==> src/rtl/cic_comp_fir.sv <==
// Decimate-by-2 compensation FIR behind the CIC decimator: one shared multiplier,
// one MAC per clk over all taps, rounded and saturated output with a valid pulse.
module cic_comp_fir #(
  parameter int IN_W   = 31,
  parameter int COEF_W = 16,
  parameter int TAPS   = 16,
  parameter int OUT_W  = 24,
  parameter int SHIFT  = 22
) (
  input  logic                       clk,
  input  logic                       rst,
  input  logic signed [IN_W-1:0]     d_in,
  input  logic                       d_clk,
  input  logic                       coef_we,
  input  logic [$clog2(TAPS)-1:0]    coef_addr,
  input  logic signed [COEF_W-1:0]   coef_data,
  output logic signed [OUT_W-1:0]    d_out,
  output logic                       out_valid,
  output logic                       busy,
  output logic                       overrun
);

  localparam int AW     = $clog2(TAPS);
  localparam int PROD_W = IN_W + COEF_W;
  localparam int ACC_W  = IN_W + COEF_W + AW;

  localparam logic signed [ACC_W-1:0] RND    = ACC_W'(1'b1) << (SHIFT - 1);
  localparam logic signed [ACC_W-1:0] SAT_HI = ACC_W'({1'b0, {(OUT_W-1){1'b1}}});
  localparam logic signed [ACC_W-1:0] SAT_LO = ~SAT_HI;

  typedef enum logic [1:0] {
    S_IDLE = 2'd0,
    S_MAC  = 2'd1,
    S_OUT  = 2'd2
  } state_t;

  state_t                     state_q, state_d;
  logic                       d_clk_q;
  logic [AW-1:0]              wptr_q;
  logic                       phase_q;
  logic [AW-1:0]              k_q, k_d;
  logic signed [ACC_W-1:0]    acc_q, acc_d;
  logic signed [OUT_W-1:0]    d_out_q;
  logic                       out_valid_q;
  logic                       overrun_q;
  logic signed [IN_W-1:0]     buf_q  [TAPS];
  logic signed [COEF_W-1:0]   coef_q [TAPS];

  logic                       strobe_s;
  logic                       accept_s;
  logic [AW-1:0]              rd_idx_s;
  logic signed [PROD_W-1:0]   prod_s;
  logic signed [ACC_W-1:0]    rnd_s;
  logic signed [ACC_W-1:0]    shf_s;

  function automatic logic signed [OUT_W-1:0] sat_out(input logic signed [ACC_W-1:0] v);
    logic signed [OUT_W-1:0] r;
    if (v > SAT_HI) begin
      r = SAT_HI[OUT_W-1:0];
    end else if (v < SAT_LO) begin
      r = SAT_LO[OUT_W-1:0];
    end else begin
      r = v[OUT_W-1:0];
    end
    return r;
  endfunction

  assign strobe_s = d_clk & ~d_clk_q;
  assign accept_s = strobe_s & (state_q == S_IDLE);
  // Newest sample sits just behind the write pointer; tap k looks k further back.
  assign rd_idx_s = wptr_q - AW'(1'b1) - k_q;
  assign prod_s   = PROD_W'(buf_q[rd_idx_s]) * PROD_W'(coef_q[k_q]);
  assign rnd_s    = acc_q + RND;
  assign shf_s    = rnd_s >>> SHIFT;

  // Next-state and MAC datapath
  always_comb begin
    state_d = state_q;
    k_d     = k_q;
    acc_d   = acc_q;
    case (state_q)
      S_IDLE: begin
        if (accept_s && phase_q) begin
          state_d = S_MAC;
          k_d     = {AW{1'b0}};
          acc_d   = {ACC_W{1'b0}};
        end else begin
          state_d = S_IDLE;
        end
      end
      S_MAC: begin
        acc_d = acc_q + ACC_W'(prod_s);
        k_d   = k_q + AW'(1'b1);
        if (k_q == AW'(TAPS - 1)) begin
          state_d = S_OUT;
        end else begin
          state_d = S_MAC;
        end
      end
      S_OUT: begin
        state_d = S_IDLE;
      end
      default: begin
        state_d = S_IDLE;
      end
    endcase
  end

  // State, sample buffer, coefficient store and output registers
  always_ff @(posedge clk) begin
    if (rst) begin
      state_q     <= S_IDLE;
      d_clk_q     <= 1'b0;
      wptr_q      <= {AW{1'b0}};
      phase_q     <= 1'b0;
      k_q         <= {AW{1'b0}};
      acc_q       <= {ACC_W{1'b0}};
      d_out_q     <= {OUT_W{1'b0}};
      out_valid_q <= 1'b0;
      overrun_q   <= 1'b0;
      for (int i = 0; i < TAPS; i++) begin
        buf_q[i]  <= {IN_W{1'b0}};
        coef_q[i] <= {COEF_W{1'b0}};
      end
    end else begin
      state_q     <= state_d;
      d_clk_q     <= d_clk;
      k_q         <= k_d;
      acc_q       <= acc_d;
      out_valid_q <= (state_q == S_OUT);
      if (accept_s) begin
        buf_q[wptr_q] <= d_in;
        wptr_q        <= wptr_q + AW'(1'b1);
        phase_q       <= ~phase_q;
      end
      if (strobe_s && !accept_s) begin
        overrun_q <= 1'b1;
      end
      if (coef_we && (state_q == S_IDLE)) begin
        coef_q[coef_addr] <= coef_data;
      end
      if (state_q == S_OUT) begin
        d_out_q <= sat_out(shf_s);
      end
    end
  end

  assign d_out     = d_out_q;
  assign out_valid = out_valid_q;
  assign busy      = (state_q != S_IDLE);
  assign overrun   = overrun_q;

endmodule

==> config.mk <==
export PLATFORM = sky130hd
export DESIGN_NAME = cic_comp_fir
export DESIGN_NICKNAME = d
export VERILOG_FILES = /design/src/rtl/cic_comp_fir.sv
export SDC_FILE = /design/constraint.sdc
export NUM_CORES = 2
export LEC_CHECK = 0
export CAP_MARGIN = 20
export CORE_MARGIN = 1.5
export CORE_UTILIZATION = 60
export CTS_BUF_LIST = sky130_fd_sc_hd__clkbuf_8
export CTS_CLUSTER_SIZE = 12
export DETAILED_ROUTE_END_ITERATION = 10
export GPL_TIMING_DRIVEN = 0
export PLACE_DENSITY = 0.82
export SLEW_MARGIN = 20
export SYNTH_ARGS = -nofsm -noshare
export SYNTH_HDL_FRONTEND = slang
export SYNTH_SLANG_ARGS = --single-unit
==> constraint.sdc <==
create_clock -name clk -period 10.3 [get_ports clk]
set_input_delay 1.545 -clock clk [delete_from_list [all_inputs] [get_ports clk]]
set_output_delay 1.545 -clock clk [all_outputs]
set_load 0.05 [all_outputs]
==> impl_results.md <==
* Area Growth Syn to Fin at 9.577%
* I/O Pins at 82
* Worst Hold Class: reg -> reg
* Vias in the first global route at 40040
* Required @ worst endpoint at about 11 ns
* Wirelength per Cell at 25.43 µm
* Placed cell area at 59620 µm²
* Crit share post-route at 0.9773
* CTS tree: built
* Die area at around 97000 µm²
* Initial Util at 0.6034
* Status: completed
* Crit path top cell by count: fa_1
* Core ar. at 94730 µm²
* Multi-input logic area at a little under 30000 µm²
* ANT nets after route at 0
* First-pass GRT wire length at about 240000 µm
* Iter 0 DRT Violations at 4210
* Max Cap Viol at 0
* Critical Path AT at roughly 11 ns
* Crit path capture type: register
* Clock-pin slew on the worst setup and hold paths at approximately 0.060 ns
* Slew Limit Headroom at 0.1333
* DIE HEIGHT at 311.6 µm
* CTS buffer count at approximately 140
* Post-DP HPWL at around 120000 µm
* FF+latch count, synth at ~850
* Fin. max-slew vios at 0
* Final Net Count at ~5800
* FMAX at between 90 and 100 MHz
* Hold Crit Depth at 2
* Routed WL at roughly 160000 µm
* RSZ-0062 raised after global routing: true
* Placed insts at approximately 6100
* FFs w/ async S/R, synth at 0
* Mapped Area at roughly 57000 µm²
* Hold Fails Final Rpt at 0
* CP max stage cell: fa_1
* Clk_skew at about 0.062 ns
* Post-Layout Cell Count at approximately 6400
* Post-Synthesis Cells at 4788
* Largest net degree at the start of global routing at 32
* Met2 usage at 0.5466
* R2R depth at 31
* Gr busiest metal: met2
* M3 GR Usage at 0.08978
* Port bufs at 80
* Hold buffers post-CTS at 0
* Clock Sink Count at 845
* Largest area contributor in the netlist: edfxtp_1
* DRC violations left at 0
* Synth warn at 0
* Crit path kind: reg -> reg
* Syn nets at between 5000 and 6000
* Seq. cell area at about 24000 µm²
* Worst skew pair latency at just under 0.9 ns
* Crit-path max cell delay at a little under 0.6 ns
* Clk buf depth at 3
* Setup violation total in the final timing report at 0
* Antenna violations before repair at 3
* GRT Resource Usage Total at 0.3409
* CTS root buf: clkbuf_8
* Worst Tran Pin Value at 1.300 ns
* Syn Area/Cell at about 12 µm²
* Critical path fanouts, max at 10
* Gpl congestion at between 1 and 1.5
* Final critical-path required period at ~10 ns
* Synth area leaders: edfxtp_1, fa_1, and2_1
* Postcts setup bufs at 0
* Ys flop type: edfxtp_1
* Fin util at 0.6612
* Die width at between 300 and 400 µm
* H-tree levels at 4
* Fin area at approximately 63000 µm²
* Startpoint types: register
* Number of library cell types mapped by synthesis at roughly 70
* Global route overflow at 0
* Via Count at ~38000
* Row count at 113
* Sequential-to-total area share from yosys stat at 0.4277
* Layout cells sized above 1 at 0.1117
* First-pass DRT Iterations at 6
* Met1 Use GR at 0.4324
* Fillers at roughly 6800
* Yosys top cell area share at 0.3951
* EDFF count, synth at around 750
* Via density at between 6 and 7
-- state kept, by name, summed over array words and instances, names as in the netlist, 2 cells and up, named ones only --
name	flops
buf_q	496
coef_q	256
acc_q	51
d_out	24
k_q	4
wptr_q	4
state_q	2
-- placed cells by master (no fill, tap or decap), types with 29 or more instances in the layout --
master and count:
a211oi_1 54, a21oi_1 50, a22oi_1 29, and2_1 834
buf_2 60, clkbuf_1 202, clkbuf_8 150, clkdlybuf4s50_1 80
dfxtp_1 93, edfxtp_1 752, fa_1 540, ha_1 146
inv_1 659, mux4_2 197, nand2_1 428, nand3_1 35
nor2_1 274, nor2b_1 45, o21ai_0 49, or2_2 36
xnor2_1 54
-- area by class of cell --
type                       instances  area share
multi-input combinational       3034      0.4717
clock buffer                     150     0.03296
sequential                       845      0.3903
tap                             1265     0.02527
inverter                         611     0.03662
antenna                            5   0.0001998
buffer                           298     0.02042
clock inverter                    98    0.008950
timing repair buffer              84     0.01364
-- stage by stage --
| step | setup TNS, ns | setup WS, ns | hold slack (ns) |
|---|---|---|---|
| after detailed placement | -7.221 | -0.6691 | 0.4517 |
| final | 0 | 0.2337 | 0.4565 |
| after CTS | 0 | 0.01655 | 0.4629 |
| after global routing | -0.002728 | -0.002728 | 0.4904 |
| after floorplan | 0 | 1.968 | 0.4315 |
| after global placement | -10.29 | -0.7761 | 0.4385 |
-- routing by layer --
metal	routed length, µm	share of wire
met5	14	0.000086
met4	9093	0.056
met3	18220	0.11
met2	76520	0.47
met1	58660	0.36
-- what timing repair did --
action | in CTS | in global routing
setup endpoints to repair | 27 | 25
resized for setup | 29 | 45
pin swaps | 0 | 0
-- synthesized netlist by cell type (29+ instances only) --
master	n
fa_1	540
a21oi_1	51
inv_1	611
a22oi_1	29
dfxtp_1	93
edfxtp_1	752
nor2b_1	46
ha_1	146
xnor2_1	56
nor2_1	274
or2_2	37
nand2_1	428
and2_1	834
clkbuf_1	213
a211oi_1	55
nand3_1	35
mux4_2	197
a31oi_1	40
o21ai_0	52
buf_2	67
-- critical path, delay by kind of cell (launching register included) --
family	cells	cell delay [ns]
AOI/OAI and AO/OA	6	2.44
adders and majority gates	9	4.08
buffers and inverters	9	1.96
DFF	1	0.46
muxes	2	0.50
and+or+nand+nor	5	0.47
-- worst paths after layout --
path             start         to  slack, ns
max          wptr_q[0]  acc_q[35]       0.23
min reg2reg  acc_q[15]  acc_q[15]       0.46
min          acc_q[15]  acc_q[15]       0.46
max reg2reg  wptr_q[0]  acc_q[35]       0.23
-- logic make-up (layout without fill, tap and decap cells) --
| logic type | Yosys count | count (layout) | synth area share |
|---|---|---|---|
| adders and majority gates | 686 | 686 | 0.2211 |
| AOI/OAI and AO/OA | 316 | 316 | 0.03700 |
| other | 0 | 5 | 0 |
| DFF | 845 | 845 | 0.4277 |
| and+or+nand+nor | 1734 | 1734 | 0.1587 |
| buffers and inverters | 909 | 1241 | 0.06188 |
| xor gates and xnor gates | 83 | 83 | 0.01272 |
| muxes | 215 | 215 | 0.08093 |
Power is left out: the tool's default activity adds up to more than one toggle a clock period on the data nets, which glitch-free logic cannot reach.
